File: src/rtl/fila_pkg.sv
// Shared sizing and types for the fila queue and its access controller.
package fila_pkg;

    localparam int DATA_W = 8;
    localparam int DEPTH  = 8;
    localparam int LEN_W  = 8;

    typedef enum logic [1:0] {
        IDLE   = 2'd0,
        OP     = 2'd1,
        SETTLE = 2'd2
    } fila_ctrl_state_t;

    typedef enum logic {
        SRC_A = 1'b0,
        SRC_B = 1'b1
    } fila_src_t;

endpackage

File: src/rtl/rr_arbiter2.sv
// Two-input round-robin picker: on a tie, the producer not granted last wins.
module rr_arbiter2
    import fila_pkg::*;
(
    input  logic      req_a,
    input  logic      req_b,
    input  fila_src_t last,
    output fila_src_t grant,
    output logic      valid
);

    // Combinational pick; grant is meaningless while valid is low.
    always_comb begin
        valid = req_a | req_b;
        if (req_a && req_b) begin
            grant = (last == SRC_A) ? SRC_B : SRC_A;
        end else if (req_b) begin
            grant = SRC_B;
        end else begin
            grant = SRC_A;
        end
    end

endmodule

File: src/rtl/fila_ctrl.sv
// Access controller for fila: arbitrates two producers and one consumer onto
// the queue's single strobe pair, one operation every three cycles.
module fila_ctrl
    import fila_pkg::*;
#(
    parameter int DATA_W = 8,
    parameter int DEPTH  = 8,
    parameter int LEN_W  = 8
) (
    input  logic              clk_10KHz,
    input  logic              reset,
    input  logic              req_a,
    input  logic              req_b,
    input  logic [DATA_W-1:0] data_a,
    input  logic [DATA_W-1:0] data_b,
    output logic              ack_a,
    output logic              ack_b,
    input  logic              pop_req,
    output logic              pop_valid,
    output logic [DATA_W-1:0] pop_data,
    output logic [DATA_W-1:0] q_data,
    output logic              q_enqueue,
    output logic              q_dequeue,
    input  logic [DATA_W-1:0] q_dout,
    input  logic [LEN_W-1:0]  q_len,
    output logic              full,
    output logic              empty,
    output logic              busy
);

    fila_ctrl_state_t state_r, state_nxt;
    fila_src_t        rr_last_r, rr_last_nxt, src_r, src_nxt, pick;
    logic             deq_turn_r, deq_turn_nxt, op_deq_r, op_deq_nxt;
    logic             pick_valid, enq_ok, deq_ok, grant_enq, grant_deq;
    logic             q_enqueue_nxt, q_dequeue_nxt, ack_a_nxt, ack_b_nxt, pop_valid_nxt;
    logic [DATA_W-1:0] q_data_nxt;

    // An out-of-range length (> DEPTH) is treated as full.
    assign full     = (q_len >= LEN_W'(DEPTH));
    assign empty    = (q_len == {LEN_W{1'b0}});
    assign pop_data = q_dout;
    assign busy     = (state_r != IDLE);

    rr_arbiter2 u_arb (
        .req_a (req_a),
        .req_b (req_b),
        .last  (rr_last_r),
        .grant (pick),
        .valid (pick_valid)
    );

    // Grant decision in IDLE; deq_turn breaks an enqueue/dequeue tie.
    always_comb begin
        enq_ok    = pick_valid & ~full;
        deq_ok    = pop_req & ~empty;
        grant_deq = (state_r == IDLE) & deq_ok & (deq_turn_r | ~enq_ok);
        grant_enq = (state_r == IDLE) & enq_ok & ~grant_deq;
    end

    // State register.
    always_ff @(posedge clk_10KHz) begin
        if (reset) begin
            state_r <= IDLE;
        end else begin
            state_r <= state_nxt;
        end
    end

    // Next-state logic: IDLE -> OP -> SETTLE -> IDLE, one cycle in each busy state.
    always_comb begin
        state_nxt = state_r;
        case (state_r)
            IDLE: begin
                if (grant_enq || grant_deq) begin
                    state_nxt = OP;
                end else begin
                    state_nxt = IDLE;
                end
            end
            OP:      state_nxt = SETTLE;
            SETTLE:  state_nxt = IDLE;
            default: state_nxt = IDLE;
        endcase
    end

    // Output and fairness next values; strobes and acks are one-cycle pulses.
    always_comb begin
        q_enqueue_nxt = 1'b0;
        q_dequeue_nxt = 1'b0;
        ack_a_nxt     = 1'b0;
        ack_b_nxt     = 1'b0;
        pop_valid_nxt = 1'b0;
        q_data_nxt    = q_data;
        deq_turn_nxt  = deq_turn_r;
        rr_last_nxt   = rr_last_r;
        src_nxt       = src_r;
        op_deq_nxt    = op_deq_r;
        case (state_r)
            IDLE: begin
                if (grant_deq) begin
                    q_dequeue_nxt = 1'b1;
                    op_deq_nxt    = 1'b1;
                end else if (grant_enq) begin
                    q_enqueue_nxt = 1'b1;
                    op_deq_nxt    = 1'b0;
                    src_nxt       = pick;
                    q_data_nxt    = (pick == SRC_A) ? data_a : data_b;
                    ack_a_nxt     = (pick == SRC_A);
                    ack_b_nxt     = (pick == SRC_B);
                end else begin
                    op_deq_nxt    = op_deq_r;
                end
            end
            OP: begin
                if (op_deq_r) begin
                    deq_turn_nxt  = 1'b0;
                    pop_valid_nxt = 1'b1;
                end else begin
                    deq_turn_nxt  = 1'b1;
                    rr_last_nxt   = src_r;
                end
            end
            SETTLE: begin
                pop_valid_nxt = 1'b0;
            end
            default: begin
                pop_valid_nxt = 1'b0;
            end
        endcase
    end

    // Registered outputs and fairness state; rr_last resets to B so A wins first.
    always_ff @(posedge clk_10KHz) begin
        if (reset) begin
            q_enqueue  <= 1'b0;
            q_dequeue  <= 1'b0;
            ack_a      <= 1'b0;
            ack_b      <= 1'b0;
            pop_valid  <= 1'b0;
            q_data     <= {DATA_W{1'b0}};
            deq_turn_r <= 1'b0;
            rr_last_r  <= SRC_B;
            src_r      <= SRC_A;
            op_deq_r   <= 1'b0;
        end else begin
            q_enqueue  <= q_enqueue_nxt;
            q_dequeue  <= q_dequeue_nxt;
            ack_a      <= ack_a_nxt;
            ack_b      <= ack_b_nxt;
            pop_valid  <= pop_valid_nxt;
            q_data     <= q_data_nxt;
            deq_turn_r <= deq_turn_nxt;
            rr_last_r  <= rr_last_nxt;
            src_r      <= src_nxt;
            op_deq_r   <= op_deq_nxt;
        end
    end

endmodule

File: config.mk
export PLATFORM = sky130hd
export DESIGN_NAME = fila_ctrl
export DESIGN_NICKNAME = d
export VERILOG_FILES = /design/src/rtl/fila_pkg.sv /design/src/rtl/rr_arbiter2.sv /design/src/rtl/fila_ctrl.sv
export SDC_FILE = /design/constraint.sdc
export NUM_CORES = 1
export LEC_CHECK = 0
export ABC_AREA = 1
export BUFFER_PORTS_ARGS = -buffer_cell sky130_fd_sc_hd__buf_2
export CAP_MARGIN = 40
export CORE_ASPECT_RATIO = 1.1
export CORE_UTILIZATION = 44
export CTS_CLUSTER_SIZE = 40
export DETAILED_ROUTE_END_ITERATION = 8
export GPL_ROUTABILITY_DRIVEN = 0
export PLACE_DENSITY = 0.83
export SETUP_SLACK_MARGIN = 0.1
export SLEW_MARGIN = 15
export SYNTH_ARGS = -nofsm -noshare
export SYNTH_HDL_FRONTEND = slang
export SYNTH_SLANG_ARGS = --single-unit
File: constraint.sdc
create_clock -name clk_10KHz -period 3.23 [get_ports clk_10KHz]
set_input_delay 0.4845 -clock clk_10KHz [delete_from_list [all_inputs] [get_ports clk_10KHz]]
set_output_delay 0.4845 -clock clk_10KHz [all_outputs]
set_load 0.02 [all_outputs]
==> results.sh <==
export IMPL_syn2layout_area_growth_pct=19.1
export IMPL_crit_arrival_ns=1.09
export IMPL_start_util=0.467
export IMPL_r2r_slack_ns=1.87
export IMPL_cp_start_kind="primary input"
export IMPL_ys_seq_elements=19
export IMPL_worstPathMaxFanout=3
export IMPL_synthesis_area_um2=945
export IMPL_fillCellCount=196
export IMPL_setup_violations_final=0
export IMPL_io_pins=61
export IMPL_numCtsBuffers=3
export IMPL_r2r_end="src_r$_SDFFE_PP0P_"
export IMPL_diodes=0
export IMPL_slew_headroom=0.591
export IMPL_cp_slowest_cell="buf_2"
export IMPL_cts_resized=0
export IMPL_antenna_found_initial=0
export IMPL_vias=916
export IMPL_portBuffers=44
export IMPL_path_clk_slew_ns=0.10
export IMPL_dp_hpwl_um=1530
export IMPL_first_pass_iters=4
export IMPL_yosys_area_top_type_share=0.403
export IMPL_synthCells=132
export IMPL_rr_worst_depth=7
export IMPL_path_buf_inv=3
export IMPL_hold_depth=2
export IMPL_hold_class="in2reg"
export IMPL_placementRows=17
export IMPL_status="finished, final reports clean"
export IMPL_hold_path_endpoint="deq_turn_r$_SDFFE_PP0N_"
export IMPL_drt_iter0_markers=15
export IMPL_wl_um=2030
export IMPL_cts_tree="done"
export IMPL_finalCriticalPeriod_ns=1.58
export IMPL_rr_startpoint="state_r[0]$_SDFF_PP0_"
export IMPL_whs_ns=0.403
export IMPL_final_hold_violation_count=0
export IMPL_tightestPinTransition_ns=0.613
export IMPL_fmax_ghz=0.633
export IMPL_drive_above_1_share=0.339
export IMPL_drc=0
export IMPL_cts_root_buffer="clkbuf_4"
export IMPL_min_delay_start="reset"
export IMPL_crit_required_ns=2.75
export IMPL_grt_max_degree=23
export IMPL_ys_top_cells_by_area="dfxtp_1, nand2_1, nand4_1"
export IMPL_grt_setup_unrepaired="false"
export IMPL_worstPathCellList="buf_2 -> nor2_1 -> nand2_1 -> nor2_4 -> inv_1 -> buf_2"
export IMPL_slew_violations=0
export IMPL_p_per_area_mw_per_mm2=388
export IMPL_fp_dieW_um=46.2
export IMPL_synth_area_per_cell_um2=7.16
export IMPL_synth_yosys_seq_area_share=0.403
export IMPL_gr_usage_all_layers=0.191
export IMPL_grt_overflow_total=0
export IMPL_cp_top_family="buffers and inverters"
export IMPL_setup_worst_path_class="in2out"
export IMPL_clock_tree_buffer_depth=2
export IMPL_grt_pass1_vias=804
export IMPL_grt_pass1_wl_um=3260
export IMPL_slowest_delay_ns=0.15
export IMPL_ir_drop_mv=0.156
export IMPL_fin_skew_ns=0.00791
export IMPL_crit_path_end_kind="output pin"
export IMPL_finalSetupTns_ns=0
export IMPL_wl_per_cell_um=10.3
export IMPL_clk_latency_ns=0.30
export IMPL_yosysWarnings=0
export IMPL_die_area_mm2=0.00234
export IMPL_h_tree_depth=1
export IMPL_instances_no_fill=196
export IMPL_core_area_mm2=0.00202
export IMPL_cts_hold_buffers_added=0
export IMPL_dp_slack_ns=1.54
export IMPL_path_common_cell="buf_2"
export IMPL_post_cts_buffers=0
export IMPL_die_y_um=50.6
export IMPL_maxCapViolCount=0
export IMPL_syn_num_nets=169
export IMPL_dp_cells=192
export IMPL_vias_per_cell=4.67
export IMPL_synth_cell_types=19
export IMPL_setup_slack_ns=1.65
export IMPL_leakage_nw=0.647
export IMPL_period_share=0.489
export IMPL_cts_sinks=19
export IMPL_postRouteAntennaNets=0
export IMPL_yosysTopAreaCell="dfxtp_1"
export IMPL_nets=206
[synthesized netlist by cell type]
| master | instances |
|---|---|
| a21oi_1 | 2 |
| buf_2 | 1 |
| buf_4 | 8 |
| buf_6 | 2 |
| clkbuf_8 | 1 |
| clkinv_1 | 1 |
| dfxtp_1 | 19 |
| inv_1 | 12 |
| inv_2 | 1 |
| nand2_1 | 44 |
| nand2_2 | 3 |
| nand3_1 | 12 |
| nand3_2 | 2 |
| nand4_1 | 10 |
| nor2_1 | 8 |
| nor2_2 | 3 |
| nor2_4 | 1 |
| nor3b_1 | 1 |
| or2_1 | 1 |
[layout by cell type, fill, tap and decap left out]
cell type	instances
a21oi_1	2
buf_2	44
clkbuf_1	1
clkbuf_4	3
clkinv_1	1
dfxtp_1	19
inv_1	12
inv_2	1
nand2_1	44
nand2_2	3
nand3_1	12
nand3_2	2
nand4_1	10
nor2_1	8
nor2_2	3
nor2_4	1
nor3b_1	1
or2_1	1
[report_power, final]
group	leakage [nW]	total (W)	internal, W	switching (W)
Combinational	0.478	0.0000693	0.0000270	0.0000423
Clock	0.0150	0.000123	0.0000482	0.0000744
Sequential	0.154	0.000244	0.000241	0.00000365
Total	0.647	0.000436	0.000316	0.000120
[logic make-up after synthesis]
group                  count (synthesis)  synth area share
flip-flops                            19             0.403
AND/OR/NAND/NOR                       85             0.424
AO/OA/AOI/OAI                          2            0.0106
buffers and inverters                 26             0.163
[stage by stage]
stage | util | power (W) | instance area (um^2)
2_1_floorplan | - | 0.000308 | 945
3_3_place_gp | 0.544 | 0.000316 | 1100
3_5_place_dp | 0.544 | 0.000319 | 1100
4_1_cts | 0.557 | 0.000435 | 1120
5_1_grt | 0.557 | 0.000458 | 1120
6_report | 0.557 | 0.000436 | 1120
[routing by layer]
metal,global-route usage,vias to the layer above,wire length (um)
met5,0,-,0
met2,0.310,19,1080
met4,0.132,0,58
li1,-,482,-
met1,0.231,410,819
met3,0.0108,5,65
[sequential cells by signal, summed over array words and instances (netlist names)]
name	count
state_r	2
q_enqueue	1
ack_b	1
pop_valid	1
ack_a	1
q_data	8
src_r	1
rr_last_r	1
q_dequeue	1
deq_turn_r	1
op_deq_r	1
[how the worst max path moves through the flow]
stage	cells past startpoint	end	from
after detailed placement	9	q_data[5]$_SDFFE_PP0P_	q_len[4]
final	6	full	q_len[4]
after global placement	9	q_data[3]$_SDFFE_PP0P_	q_len[4]
after floorplan	8	src_r$_SDFFE_PP0P_	q_len[5]
after global routing	6	full	q_len[4]
after CTS	6	full	q_len[4]
[layout make-up]
class,count,area [um^2],share of cell area
inverters,14,52.6,0.0467
clock buffers,4,26.3,0.0234
multi-input cells,87,410,0.365
flip-flops and latches,19,380,0.338
well taps,28,35.0,0.0311
repair buffers,44,220,0.196
(Power assumes the default switching activity.)
